File: src/rtl/val2_pkg.sv
// Shared definitions for the Val2 shift sequencer: shift types, FSM state
// encoding and bit positions of the 12-bit shifter operand field.
package val2_pkg;

  localparam int DATA_W = 32;
  localparam int SO_W   = 12;
  localparam int CNT_W  = 6;   // holds 0..32

  // Shift type encoding as carried in shifter operand bits [6:5]
  typedef logic [1:0] sh_type_t;
  localparam sh_type_t SH_LSL = 2'b00;
  localparam sh_type_t SH_LSR = 2'b01;
  localparam sh_type_t SH_ASR = 2'b10;
  localparam sh_type_t SH_ROR = 2'b11;

  typedef enum logic [1:0] {
    IDLE  = 2'd0,
    SHIFT = 2'd1,
    DONE  = 2'd2
  } state_e;

  // Register-shift form
  localparam int SO_AMT_MSB  = 11;
  localparam int SO_AMT_LSB  = 7;
  localparam int SO_TYPE_MSB = 6;
  localparam int SO_TYPE_LSB = 5;
  // Rotated-immediate form
  localparam int SO_ROT_MSB  = 11;
  localparam int SO_ROT_LSB  = 8;
  localparam int SO_IMM_MSB  = 7;
  localparam int SO_IMM_LSB  = 0;

  // Rotate field counts in units of two bit positions
  function automatic logic [CNT_W-1:0] rot_count(input logic [3:0] rot);
    return {1'b0, rot, 1'b0};
  endfunction

endpackage

File: src/rtl/val2_step_unit.sv
// Combinational single step of the Val2 shifter: shifts a 32-bit value by
// k positions (0..STEP) using LSL, LSR, ASR (sign fill) or ROR (wrap).
module val2_step_unit
  import val2_pkg::*;
#(
  parameter  int STEP = 4,
  localparam int KW   = $clog2(STEP + 1)
) (
  input  logic [DATA_W-1:0] data_in,
  input  logic [KW-1:0]     k,
  input  sh_type_t          sh_type,
  output logic [DATA_W-1:0] data_out
);

  logic        [CNT_W-1:0]  amt;
  logic signed [DATA_W-1:0] sdata;

  // Apply one shift step of the requested type
  always_comb begin
    amt      = CNT_W'(k);
    sdata    = $signed(data_in);
    data_out = data_in;
    case (sh_type)
      SH_LSL: data_out = data_in << amt;
      SH_LSR: data_out = data_in >> amt;
      SH_ASR: data_out = $unsigned(sdata >>> amt);
      SH_ROR: data_out = (data_in >> amt) | (data_in << (6'd32 - amt));
      default: data_out = data_in;
    endcase
  end

endmodule

File: src/rtl/val2_shift_sequencer.sv
// Multi-cycle, handshaked Val2 operand generator. Accepts one request,
// iterates the shift/rotate at most STEP bits per clock, then holds the
// result under valid/ready. busy marks SHIFT so the EXE stage can stall.
// Optional build macro VAL2_SEQ_STATS_EN adds saturating stat_ops /
// stat_busy counters.
module val2_shift_sequencer
  import val2_pkg::*;
#(
  parameter int STEP = 4
) (
  input  logic              clk,
  input  logic              rst,
  input  logic              flush,
  input  logic              in_valid,
  output logic              in_ready,
  input  logic [DATA_W-1:0] operand_in,
  input  logic [SO_W-1:0]   shift_operand,
  input  logic              is_immediate,
  input  logic              sign_extend,
  output logic              out_valid,
  input  logic              out_ready,
  output logic [DATA_W-1:0] operand_out,
  output logic              busy
`ifdef VAL2_SEQ_STATS_EN
  ,
  output logic [15:0]       stat_ops,
  output logic [15:0]       stat_busy
`endif
);

  localparam int              KW     = $clog2(STEP + 1);
  localparam logic [CNT_W-1:0] STEP_C = CNT_W'(STEP);

  state_e            state_q, state_d;
  logic [DATA_W-1:0] work_q, work_d;
  logic [CNT_W-1:0]  rem_q, rem_d;
  sh_type_t          type_q, type_d;

  logic              accept;
  logic [DATA_W-1:0] load_work;
  logic [CNT_W-1:0]  load_rem;
  sh_type_t          load_type;
  logic [CNT_W-1:0]  step_amt;
  logic [KW-1:0]     step_k;
  logic [CNT_W-1:0]  rem_after;
  logic [DATA_W-1:0] step_out;

  // Handshake: a retiring result and a new request may share one edge
  always_comb begin
    in_ready = ~flush & ((state_q == IDLE) | ((state_q == DONE) & out_ready));
    accept   = in_valid & in_ready;
  end

  // Decode the request into working value, shift count and type
  always_comb begin
    load_work = operand_in;
    load_rem  = {1'b0, shift_operand[SO_AMT_MSB:SO_AMT_LSB]};
    load_type = shift_operand[SO_TYPE_MSB:SO_TYPE_LSB];
    if (sign_extend) begin
      load_work = {{(DATA_W - SO_W){shift_operand[SO_W-1]}}, shift_operand};
      load_rem  = '0;
      load_type = SH_LSL;
    end else if (is_immediate) begin
      load_work = {{(DATA_W - 8){1'b0}}, shift_operand[SO_IMM_MSB:SO_IMM_LSB]};
      load_rem  = rot_count(shift_operand[SO_ROT_MSB:SO_ROT_LSB]);
      load_type = SH_ROR;
    end
  end

  // Step size this cycle is min(STEP, remaining)
  always_comb begin
    step_amt  = (rem_q > STEP_C) ? STEP_C : rem_q;
    step_k    = KW'(step_amt);
    rem_after = rem_q - step_amt;
  end

  val2_step_unit #(
    .STEP (STEP)
  ) u_step (
    .data_in  (work_q),
    .k        (step_k),
    .sh_type  (type_q),
    .data_out (step_out)
  );

  // FSM next state; flush aborts from any state and blocks acceptance
  always_comb begin
    state_d = state_q;
    if (flush) begin
      state_d = IDLE;
    end else begin
      case (state_q)
        IDLE: begin
          if (accept) state_d = (load_rem != '0) ? SHIFT : DONE;
        end
        SHIFT: begin
          if (rem_after == '0) state_d = DONE;
        end
        DONE: begin
          if (accept)         state_d = (load_rem != '0) ? SHIFT : DONE;
          else if (out_ready) state_d = IDLE;
        end
        default: state_d = IDLE;
      endcase
    end
  end

  // Working register update: load on accept, step while shifting
  always_comb begin
    work_d = work_q;
    rem_d  = rem_q;
    type_d = type_q;
    if (flush) begin
      rem_d = '0;
    end else if (accept) begin
      work_d = load_work;
      rem_d  = load_rem;
      type_d = load_type;
    end else if (state_q == SHIFT) begin
      work_d = step_out;
      rem_d  = rem_after;
    end
  end

  // FSM outputs decoded from the registered state
  always_comb begin
    out_valid   = (state_q == DONE);
    busy        = (state_q == SHIFT);
    operand_out = work_q;
  end

  // State and datapath registers
  always_ff @(posedge clk) begin
    if (rst) begin
      state_q <= IDLE;
      work_q  <= '0;
      rem_q   <= '0;
      type_q  <= SH_LSL;
    end else begin
      state_q <= state_d;
      work_q  <= work_d;
      rem_q   <= rem_d;
      type_q  <= type_d;
    end
  end

`ifdef VAL2_SEQ_STATS_EN
  logic [15:0] stat_ops_q, stat_ops_d;
  logic [15:0] stat_busy_q, stat_busy_d;

  function automatic logic [15:0] sat_inc(input logic [15:0] v);
    return (v == 16'hFFFF) ? v : v + 16'd1;
  endfunction

  // Retired results (flush discards, so it does not count) and SHIFT cycles
  always_comb begin
    stat_ops_d  = stat_ops_q;
    stat_busy_d = stat_busy_q;
    if (out_valid & out_ready & ~flush) stat_ops_d  = sat_inc(stat_ops_q);
    if (busy)                           stat_busy_d = sat_inc(stat_busy_q);
    stat_ops  = stat_ops_q;
    stat_busy = stat_busy_q;
  end

  // Counters clear on reset only
  always_ff @(posedge clk) begin
    if (rst) begin
      stat_ops_q  <= '0;
      stat_busy_q <= '0;
    end else begin
      stat_ops_q  <= stat_ops_d;
      stat_busy_q <= stat_busy_d;
    end
  end
`endif

endmodule
File: config.mk
export PLATFORM = sky130hd
export DESIGN_NAME = val2_shift_sequencer
export DESIGN_NICKNAME = d
export VERILOG_FILES = /design/src/rtl/val2_pkg.sv /design/src/rtl/val2_step_unit.sv /design/src/rtl/val2_shift_sequencer.sv
export SDC_FILE = /design/constraint.sdc
export NUM_CORES = 1
export LEC_CHECK = 0
export CAP_MARGIN = 20
export CORE_UTILIZATION = 59
export CTS_BUF_LIST = sky130_fd_sc_hd__clkbuf_4 sky130_fd_sc_hd__clkbuf_8
export CTS_CLUSTER_SIZE = 40
export DETAILED_ROUTE_END_ITERATION = 12
export PLACE_DENSITY = 0.9
export SLEW_MARGIN = 10
export SYNTH_ARGS = -nofsm -noshare
export SYNTH_HDL_FRONTEND = slang
export SYNTH_SLANG_ARGS = --single-unit
File: constraint.sdc
create_clock -name clk -period 6.1 [get_ports clk]
set_input_delay 1.22 -clock clk [delete_from_list [all_inputs] [get_ports clk]]
set_output_delay 1.22 -clock clk [all_outputs]
set_load 0.01 [all_outputs]
======== Yosys cells after proc, flatten, opt, wreduce, memory -nomap -nowiden ========
Index checks and enable logic that the tools add are counted.
Widths: inputs -> output; s select.
operators by class
  add/sub/neg operators ................... 2
  $lt $le $gt $ge ......................... 1
  equality and inequality tests ........... 8
  shifts and indexed selects .............. 4
  muxes and demuxes ....................... 18
  bitwise operators ....................... 6
  reduce and logical (&&, ||, !) cells .... 9
operators with widths
  kind                 number
  $mux 32              4
  $pmux 32 s4          1
  $or 32x32->32        1
  $shl 32x3->32        1
  $shl 32x6->32        1
  $shr 32x3->32        1
  $sshr 32x3->32       1
  $mux 6               3
  $mux 2               7
  $eq 2x2->1 const B   3
  $gt 6x3->1 const B   1
  $logic_not 6->1      1
  $pmux 2 s3           1
  $reduce_bool 6->1    1
  $sub 6x3->6 const A  1
  $sub 6x6->6          1
  $mux 5               1
  $eq 2x1->1 const B   2
  $logic_not 2->1      2
  $reduce_and 2->1     2
  $and 1x1->1          3
  $ne 3x1->1 const B   1
  $reduce_and 3->1     1
  $ne 2x1->1 const B   1
  other kinds (6)      6
storage, ports and cells
  register bits ........................... 42
  bits of input ports ..................... 51
  output and inout bits ................... 35
  word-level logic and storage cells ...... 52

======== Logic depth before layout (Yosys ltp) ========
  depth after elaboration ................. 8
  gate-level depth with buffers ........... 16
  mapped depth without buffers ............ 11

======== By module ========
A second synthesis with hierarchy kept.
second synthesis, totals
  cell total of the unflattened synthesis .. 772
  area, all modules ....................... 6,301.0 µm²
modules (own cells, without submodules)
  module                instances  cells each  area an instance (µm²)  sequential area each (µm²)
  val2_step_unit        1          453         3,673.5                 0.0
  val2_shift_sequencer  1          319         2,627.5                 840.8

======== Worst setup path after synthesis ========
No wires, ideal clock.
  kind .................................... reg2reg
  start ................................... reg rem_q[3]
  end ..................................... reg work_q[24] (netlist: operand_out[24])
  library setup time ...................... 70 ps
  data arrival time ....................... 3,429 ps
  required time ........................... 6,030 ps
  setup slack ............................. 2,601 ps
  stages on the path, launching flop included .. 15
  path buffers ............................ 4
  clock period less this slack ............ 3,499 ps
  cell sequence ........................... dfxtp_1 > buf_2 > or4_4 > buf_6 > nor2_2 > inv_1 > clkbuf_1 > ha_1 > ha_1 > clkbuf_1 > a211oi_1 > or4b_2 > nand3_1 > a211oi_1 > a21oi_1
on the way
  longest elaborated chain between the ends .. 8
  elaborated cells between the ends (all ways) .. 11
  those cells by class .................... add/sub (1); order compare (1); shift (4); mux (4); bitwise (1)
ends and longest elaborated chain
  element                 line                         text
  start, declared         val2_shift_sequencer.sv:36   logic [CNT_W-1:0] rem_q, rem_d;
  start signal, assigned  val2_shift_sequencer.sv:142  rem_q <= rem_d;
  $gt 6x3->1 *            val2_shift_sequencer.sv:72   step_amt = (rem_q > STEP_C) ? STEP_C : rem_q;
  $mux 6 *                val2_shift_sequencer.sv:72
  $sub 6x3->6             val2_step_unit.sv:27         SH_ROR: data_out = (data_in >> amt) | (data_in << (6'd32 - amt));
  $shl 32x6->32           val2_step_unit.sv:27
  $or 32x32->32           val2_step_unit.sv:27
  $pmux 32 s4 *           val2_step_unit.sv:23         case (sh_type)
  $mux 32 *               val2_shift_sequencer.sv:119  end else if (state_q == SHIFT) begin
  $mux 32 *               val2_shift_sequencer.sv:115  end else if (accept) begin
  end signal, assigned    val2_shift_sequencer.sv:141  work_q <= work_d;
  end, declared           val2_shift_sequencer.sv:35   logic [DATA_W-1:0] work_q, work_d;
Every way passes the cells marked *; elsewhere a longest branch is shown, timed or not. The select of a mux whose other input is x is not followed.
A chain may end at the register's enable or synchronous reset.

======== Worst setup path in the final report ========
  start ................................... reg rem_q[2]
  end ..................................... reg work_q[18] (netlist: operand_out[18])
on the way
  longest elaborated chain between the ends .. 8
  elaborated cells between the ends (all ways) .. 11
  those cells by class .................... add/sub (1); order compare (1); shift (4); mux (4); bitwise (1)
ends and longest elaborated chain
  element        line
  $gt 6x3->1     val2_shift_sequencer.sv:72
  $mux 6 *       val2_shift_sequencer.sv:72
  $sub 6x3->6    val2_step_unit.sv:27
  $shl 32x6->32  val2_step_unit.sv:27
  $or 32x32->32  val2_step_unit.sv:27
  $pmux 32 s4 *  val2_step_unit.sv:23
  $mux 32 *      val2_shift_sequencer.sv:119
  $mux 32 *      val2_shift_sequencer.sv:115
Marks and branches as above.

==> results by group <==
Synth
  – Synth Area per Inst: 6.82 sq um
  – Post-Syn Instances: 815
  – Cell Area, Synth: 0.00556 sq mm
  – Fraction of registers with async set/reset: 0%
  – Seq cells post-synth: 42
  – EDFF count, synth: 0
  – Ys flop type: dfxtp_1
  – Yosys Warn Count: 0
  – Synth area leaders: dfxtp_1 15%, a21oi_1 9.2%, mux4_2 6.1%
  – Yosys top cell by area: dfxtp_1
  – Post-synth cell types: 78
  – Share of the synthesized area in the top cell type: 15.1%
  – Sequential-to-total area share from yosys stat: 15.1%
  – Net Count, Synth: 869

Job
  – Max_cap viols: 0

Floorplan
  – Core Rows: 35
  – Die X: 99.1 um
  – I/O Pins: 86
  – Initial Util: 60.5%
  – Core area: 0.00920 sq mm
  – Die Height: 99.1 um
  – Die area: 0.00982 sq mm

Placement
  – DP Wirelength: 16.4 mm
  – Dpl cells: 938
  – Number of buffers inserted by port buffering: 85
  – RePlAce Congestion: 1.11

Timing
  – Max-slew violation count: 0
  – Fin crit share: 72.1%
  – Slew @ Worst Pin: 0.934 ns
  – Total negative setup slack: 0 ns
  – Final Hold Viols: 0
  – Final setup viols: 0
  – RSZ-0062 raised after global routing: no
  – Layout Skew: 0.00560 ns
  – Rel. slew slack: 37.5%
  – Minimum clock period: 4.40 ns
  – Fmax: 0.227 GHz

Finish
  – Area growth, synth to finish: 14.9%
  – Non-filler instance count after layout: 946
  – Fraction of layout cells with a size suffix above 1: 8.38%
  – Fin nets: 888
  – Most common cell after layout, fill and taps aside: a21oi_1
  – N_diodes: 0
  – Commonest non-fill, non-tap cells in the layout: 102 x a21oi_1, 88 x nor2_1, 85 x clkdlybuf4s50_1, 77 x nand2_1, 55 x o21ai_0
  – Final Util: 69.5%

Global routing
  – Total track usage: 48.8%
  – Vias in the first global route: 6703
  – Initial antenna violation count: 0
  – First-pass GRT wire length: 37.3 mm
  – Largest net degree at the start of global routing: 60
  – Overflow after GRT: 0

Power
  – Leak Pwr: 2.06 nW
  – Clock power share: 24.8%
  – Net Sw Frac: 40.3%
  – Switching pwr: 345 uW
  – Int Pwr: 511 uW
  – PwrDens: 134 mW/mm^2
  – Maximum VDD drop: 92.1 uV
  – Comb power frac: 37.8%
  – Flop pwr share: 37.4%

Routing
  – Violation count after the first detailed-route iteration: 1159
  – DR WL met3: 4.06 mm
  – Drt first pass iters: 7
  – M1 WL: 8.76 mm
  – DR WL/cell: 25.4 um
  – DR top layer: met4
  – Vias per cell: 7.69
  – DR DRC count: 0
  – Via count: 7275
  – Total wire length after detailed routing: 24.0 mm
  – DR WL met2: 9.89 mm
  – ANT nets after route: 0

Hold path
  – Hold WC Path Type: reg2reg

Setup path
  – Arrival @ worst endpoint: 4.58 ns
  – CP Launch Type: flop
  – CP Class: reg2reg
  – Worst-path fanout max: 25
  – Data required time at the worst endpoint: 6.28 ns
  – Endpoint type of the worst setup path: flop

Clock tree
  – Post-CTS Setup Bufs: 0
  – Worst skew pair latency: 0.31 ns
  – Clock buffer depth: 2
  – CTS tree: built
  – H-tree Lvls: 2
  – # hold bufs at CTS: 0
  – Worst-path clk slew: 0.10 ns
  – Clock sink count: 42
  – Post-cts resize count: 0
  – CTS Root Cell: clkbuf_8
  – CTS Buf Count: 5

Run status
  – Status: completed
==> critical path, stage by stage (launching register included) <==
cell and delay [ns]:
dfxtp_1 0.42, or4_4 0.76, nor2_2 0.49, inv_1 0.46
ha_1 0.40, ha_1 0.33, nand3_1 0.18, a21oi_1 0.06
buf_4 0.21, and2_1 0.19, and2_0 0.16, a2111oi_2 0.43
o22ai_1 0.15
==> sequential cells by signal, indices dropped and copies added, names as in the netlist <==
| name | flops |
|---|---|
| rem_q | 6 |
| operand_out | 32 |
| state_q | 2 |
| type_q | 2 |
==> power groups by stage <==
stage	logic, mW	clock network [mW]	registers [mW]
after floorplan	0.197	0	0.306
after global placement	0.303	0	0.323
after detailed placement	0.307	0	0.323
after CTS	0.309	0.209	0.316
after global routing	0.340	0.217	0.320
final	0.323	0.212	0.320
==> cell usage after synthesis (6+ instances only) <==
cell	instances
nand2_1	77
mux2i_1	22
and2_1	7
buf_2	13
o21ai_0	55
a2111oi_0	12
mux4_2	15
o31ai_1	10
nand2b_1	9
and3_1	8
nor2_1	89
o32ai_1	6
nor4_1	7
a21oi_1	102
a22oi_1	7
a221oi_1	6
a211oi_1	31
nor3_1	35
o211ai_1	16
a21boi_0	11
nand3_1	14
a31oi_1	7
buf_6	6
a211o_1	6
mux2_2	6
a21o_1	8
inv_1	12
o22ai_1	8
buf_1	9
clkbuf_1	61
dfxtp_1	42
==> through the flow <==
step | cell area [sq um] | setup WS, ns | total power, mW | hold WS (ns)
floorplan | 5560 | 2.60 | 0.503 | 0.470
global placement | 6290 | 2.04 | 0.626 | 0.484
detailed placement | 6290 | 1.91 | 0.630 | 0.501
CTS | 6390 | 1.90 | 0.834 | 0.515
global route | 6390 | 1.56 | 0.877 | 0.544
finish | 6390 | 1.70 | 0.855 | 0.532
==> layer usage <==
| metal | GRT usage, % | vias up |
|---|---|---|
| met5 | 0 | - |
| met2 | 69.4 | 776 |
| met4 | 24.4 | 0 |
| met1 | 65.9 | 3222 |
| li1 | - | 3136 |
| met3 | 16.0 | 141 |
==> worst paths after layout <==
| kind | start | end | slack, ns | cells past startpoint |
|---|---|---|---|---|
| setup reg to reg | rem_q[2]$_SDFFE_PP0N_ | operand_out[18]$_SDFFE_PP0P_ | 1.70 | 12 |
| setup / recovery | rem_q[2]$_SDFFE_PP0N_ | operand_out[18]$_SDFFE_PP0P_ | 1.70 | 12 |
| hold reg to reg | rem_q[5]$_SDFFE_PP0N_ | rem_q[5]$_SDFFE_PP0N_ | 0.53 | 2 |
| hold / removal | rem_q[5]$_SDFFE_PP0N_ | rem_q[5]$_SDFFE_PP0N_ | 0.53 | 2 |
==> cell type report <==
class | count | area, sq um
clock buffers | 6 | 82.6
clock inverters | 2 | 12.5
fillers | 793 | 2810
inverters | 16 | 63.8
multi-input cells | 666 | 4250
flip-flops and latches | 42 | 843
well taps | 111 | 139
repair buffers | 103 | 998
==> cells by family after synthesis <==
logic type / synth area share (%)
DFF: 15.1
xor gates and xnor gates: 0.473
muxes: 11.3
adders and majority gates: 0.675
AOI/OAI and AO/OA: 41.2
other: 0.0674
buffers and inverters: 8.48
and+or+nand+nor: 22.7
Power figures use the tool's default switching activity.
